$ cat config.mk
export PLATFORM = sky130hd
export DESIGN_NAME = mux_serializer
export DESIGN_NICKNAME = d
export VERILOG_FILES = /design/src/rtl/mux_pkg.sv /design/src/rtl/mux8x1.sv /design/src/rtl/mux_serializer.sv
export SDC_FILE = /design/constraint.sdc
export NUM_CORES = 1
export LEC_CHECK = 0
export ABC_AREA = 1
export CAP_MARGIN = 20
export CORE_AREA = 2 2 42 44
export CTS_CLUSTER_SIZE = 8
export DETAILED_ROUTE_END_ITERATION = 10
export DIE_AREA = 0 0 44 46
export GPL_TIMING_DRIVEN = 1
export HOLD_SLACK_MARGIN = 0.12
export PLACE_DENSITY = 0.81
export SLEW_MARGIN = 30
export SYNTH_ARGS = -nofsm -noshare
export SYNTH_HDL_FRONTEND = slang
export SYNTH_HIERARCHICAL = 1
export SYNTH_SLANG_ARGS = --single-unit
export TNS_END_PERCENT = 30
$ cat constraint.sdc
create_clock -name clk -period 1.9 [get_ports clk]
set_clock_uncertainty 0.15 [all_clocks]
set_input_delay 0.38 -clock clk [delete_from_list [all_inputs] [get_ports clk]]
set_output_delay 0.38 -clock clk [all_outputs]
set_load 0.05 [all_outputs]
$ cat src/rtl/mux_pkg.sv
// Shared definitions for the mux-driven serializer.
//   state_t : serializer FSM states
//   SEL_W   : width of the 8:1 mux select
//   N_IN    : number of mux data inputs (bits per serialized word)
package mux_pkg;

  typedef enum logic {
    IDLE = 1'b0,
    SEND = 1'b1
  } state_t;

  localparam int SEL_W = 3;
  localparam int N_IN  = 8;

endpackage : mux_pkg

$ cat src/rtl/mux8x1.sv
// Existing 8:1 single-bit multiplexer.
//   i : eight data inputs
//   s : select
//   y : selected bit, i[s]
module mux8x1 (
  input  logic [7:0] i,
  input  logic [2:0] s,
  output logic       y
);

  assign y = i[s];

endmodule : mux8x1

$ cat src/rtl/mux_serializer.sv
// Parallel-to-serial stage built around the 8:1 mux. A byte is captured on an
// in_valid/in_ready handshake and then emitted one bit per accepted beat on a
// ser_valid/ser_ready stream. The emitted bit is the mux output data_reg[sel].
//   clk, rst_n : clock, asynchronous active-low reset
//   in_data, in_valid, in_ready   : byte-wide input handshake
//   ser_bit, ser_valid, ser_ready : bit-serial output handshake
//   ser_last   : current bit is the final bit of the word
//   sel        : current mux select (debug / coverage)
//   busy       : a word is in flight
module mux_serializer
  import mux_pkg::*;
#(
  parameter bit MSB_FIRST = 1'b0
) (
  input  logic             clk,
  input  logic             rst_n,
  input  logic [N_IN-1:0]  in_data,
  input  logic             in_valid,
  output logic             in_ready,
  output logic             ser_bit,
  output logic             ser_valid,
  input  logic             ser_ready,
  output logic             ser_last,
  output logic [SEL_W-1:0] sel,
  output logic             busy
);

  localparam logic [SEL_W-1:0] SEL_START = MSB_FIRST ? SEL_W'(N_IN - 1) : '0;
  localparam logic [SEL_W-1:0] SEL_END   = MSB_FIRST ? '0 : SEL_W'(N_IN - 1);

  state_t           state, state_nxt;
  logic [N_IN-1:0]  data_reg, data_nxt;
  logic [SEL_W-1:0] sel_nxt;
  logic             in_fire;
  logic             ser_fire;

  // ser_bit comes straight from registered data and select, so the serial
  // output has no combinational path from any input.
  mux8x1 u_mux (
    .i (data_reg),
    .s (sel),
    .y (ser_bit)
  );

  assign ser_valid = (state == SEND);
  assign busy      = (state == SEND);
  assign ser_last  = (state == SEND) && (sel == SEL_END);
  // Reopening the input on the accepted last beat is what allows
  // back-to-back words with no idle cycle in between.
  assign in_ready  = (state == IDLE) || (ser_last && ser_ready);
  assign in_fire   = in_valid && in_ready;
  assign ser_fire  = ser_valid && ser_ready;

  always_ff @(posedge clk or negedge rst_n) begin
    if (!rst_n) begin
      state    <= IDLE;
      data_reg <= '0;
      sel      <= SEL_START;
    end else begin
      state    <= state_nxt;
      data_reg <= data_nxt;
      sel      <= sel_nxt;
    end
  end

  always_comb begin
    state_nxt = state;
    data_nxt  = data_reg;
    sel_nxt   = sel;
    case (state)
      IDLE: begin
        if (in_fire) begin
          data_nxt  = in_data;
          sel_nxt   = SEL_START;
          state_nxt = SEND;
        end
      end
      SEND: begin
        if (ser_fire) begin
          if (ser_last) begin
            sel_nxt = SEL_START;
            if (in_fire) begin
              data_nxt  = in_data;
              state_nxt = SEND;
            end else begin
              state_nxt = IDLE;
            end
          end else if (MSB_FIRST) begin
            sel_nxt = sel - SEL_W'(1);
          end else begin
            sel_nxt = sel + SEL_W'(1);
          end
        end
      end
      default: state_nxt = IDLE;
    endcase
  end

endmodule : mux_serializer

==> flow_summary_export.csv <==
group,metric,value,unit
clock_tree,clkSinkCount,12,
timing,period_needed,1.87,ns
timing,setup_viol,0,
timing,whs,0.298,ns
floorplanning,die_w,44,µm
place,dp_cells,127,
worst_setup_path,worstPathRequired,1.37,ns
worst_setup_path,regToRegEndpoint,"data_reg[6]",
timing,drv_slew,0,
synth,synth.net_count,104,
final_layout,nets,132,
timing,worst_slew_pin_slew,0.534,ns
global_routing,gr-total-overflow,0,
worst_setup_path,worst_setup_path_end_kind,"output port",
timing,hold_violations,0,
power,pwr-share-comb,60.4,%
worst_setup_path,reg2reg_slack,0.23,ns
clock_tree,cts_buffers,3,
place,place_hpwl,1050,µm
floorplanning,die_height,46,µm
final_layout,area_delta_synth_final,51.5,%
synth,synth.distinct_cells,13,
final_layout,stdcell_area,0.00100,mm²
synth,netlist_area,663,µm²
final_layout,num_antenna_cells,0,
run,drv_cap,0,
power,power,1660,µW
power,p_clk_share,12.5,%
synth,synth_xor_xnor_area_share,0,%
worst_setup_path,critPathArrivalTime,1.34,ns
timing,slew_headroom,64.3,%
global_routing,antenna_found_initial,0,
worst_setup_path,crit_fanout,4,
worst_setup_path,r2r-start,"sel[0]",
run_status,status,"complete, no violations",
worst_hold_path,hp-class,"in2async",
floorplanning,rows,15,
clock_tree,cts_root_buf,"clkbuf_4",
timing,post-route-period-util,98.7,%
global_routing,grt_pass1_vias,553,
clock_tree,clk-insertion-delay-late,0.27,ns
power,switchingPower,746,µW
power,peakVddDrop,0.000782,V
synth,synth_mux_area_share,0,%
timing,rsz0062_at_grt,"yes",
synth,ys_seq_area_share,45.3,%
timing,max_freq,533,MHz
route,avgRoutedWirePerCell,10.6,µm
synth,synth_top_family_by_area,"simple AND/OR/NAND/NOR gates",
route,drt_wl_total,1420,µm
route,routed-wl-met3,83,µm
worst_setup_path,critical_path_class,"reg2out",
place,dpl-instance-area,895,µm²
final_layout,fillers,138,
final_layout,seq_area,303,µm²
route,top_layer_used,"met4",
clock_tree,h-tree-depth,1,
route,dr.pass1.iters,4,
power,powerDensity,1650,mW/mm²
synth,ys_seq_elements,12,
clock_tree,cts_tree,"done",
clock_tree,clk_pin_slew,0.08,ns
global_routing,grt_pass1_wl,2280,µm
global_routing,grt_usage,16.1,%
final_layout,multiInputGateArea,319,µm²
power,power_frac_seq,27.1,%
synth,yosysWarnings,6,
synth,synth-adder-area-share,3.77,%
place,finalWeightedCongestion,0.792,
final_layout,layout.cells.non_filler,134,
route,dr_wl_met2,745,µm
synth,syn_inst,90,
synth,syn_area_per_cell,7.37,µm²
floorplanning,core,0.00161,mm²
route,route.layer.met1.wl,578,µm
place,io_buffers,19,
worst_setup_path,crit_path_start_kind,"flip-flop",
route,post-route-drc-count,0,
route,antenna_left,0,
power,p_sw_share,44.9,%
floorplanning,ios,20,
route,drtIter0Drc,12,
floorplanning,initial_utilization,41.1,%
route,vias_per_cell,4.92,
worst_setup_path,reg2regPathDepth,9,
synth,synth_compound_area_share,1.32,%
clock_tree,max-clock-path-buffers,2,
power,p_leak,0.000540,µW
final_layout,largest_reg_flops,8,
final_layout,drive_gt1_share,30.8,%
floorplanning,dieArea,0.00202,mm²
global_routing,grt_max_degree,13,
route,vias,659,
power,p_int,916,µW
synth,yosys.area_share.simple,36.6,%
[cells by family (layout without fill, tap and decap cells)]
logic type / after synthesis / in the layout
DFF: 12 / 12
and+or+nand+nor: 57 / 57
adders and majority gates: 2 / 2
buffers and inverters: 18 / 45
AOI/OAI and AO/OA: 1 / 1
[cell usage after synthesis]
master | count | area [µm²]
nand3b_1 | 1 | 7.51
buf_4 | 1 | 7.51
nand2_1 | 38 | 143
or2_2 | 1 | 6.26
nand2_2 | 2 | 12.5
inv_1 | 14 | 52.6
ha_1 | 2 | 25.0
nand3_1 | 14 | 70.1
dfrtp_1 | 12 | 300
buf_6 | 2 | 22.5
a21oi_2 | 1 | 8.76
nor2_1 | 1 | 3.75
inv_2 | 1 | 3.75
[worst max path at each step]
stage | start | to | slack (ns) | depth (start not counted)
finish | sel[0] | in_ready | 0.03 | 5
floorplan | sel[0] | ser_last | 0.06 | 4
detailed placement | ser_ready | in_ready | 0.19 | 4
CTS | sel[0] | in_ready | -0.002 | 5
global route | sel[0] | ser_bit | -0.06 | 8
global placement | ser_ready | in_ready | 0.19 | 4
[stage by stage]
step | setup slack (ns) | TNS [ns] | util, %
after global placement | 0.189 | 0 | 55.4
final | 0.0251 | 0 | 62.2
after floorplan | 0.0554 | 0 | -
after detailed placement | 0.191 | 0 | 55.4
after CTS | -0.00173 | -0.00173 | 59.4
after global routing | -0.0573 | -0.109 | 62.2
[worst max-delay path, stage by stage (launching register included)]
cell	delay, ns
dfrtp_2	0.42
ha_2	0.20
ha_4	0.17
nand2_2	0.07
nand2_4	0.06
buf_12	0.15
[power by group through the flow]
stage | combinational, µW | sequential (µW) | clock, µW
3_3_place_gp | 858 | 451 | 0
2_1_floorplan | 442 | 564 | 0
6_report | 1000 | 450 | 208
4_1_cts | 924 | 444 | 212
5_1_grt | 1090 | 467 | 226
3_5_place_dp | 870 | 460 | 0
[routing by layer]
layer | global-route usage (%) | vias up
li1 | - | 328
met5 | 0 | -
met4 | 9.09 | 0
met1 | 19.4 | 303
met3 | 4.76 | 2
met2 | 25.6 | 26
[cell usage in the layout, fill, tap and decap left out]
cell              n
inv_2             1
nand3_1          12
nor2_1            1
a21oi_2           1
dfrtp_2           2
nand2_4           1
clkbuf_8          1
nand2_2           6
nand3_2           2
clkdlybuf4s50_1  11
dfrtp_1          10
clkbuf_4          3
nand2_1          33
inv_1            13
ha_4              1
inv_6             1
buf_4            11
or2_2             1
nand3b_1          1
buf_12            3
buf_6             1
ha_2              1
[area by class of cell]
class,instances,area share [%]
clock buffer,4,3.61
inverter,15,6.10
multi-input combinational,60,31.8
sequential,12,30.1
tap,17,2.12
timing repair buffer,26,26.3
[what timing repair did]
action                                  CTS  global route
pin swaps                                 0             3
hold buffers                              0             0
endpoints found under the setup margin    3             3
setup buffers                             2             1
resized for setup                         4            11
(Power assumes the default switching activity.)
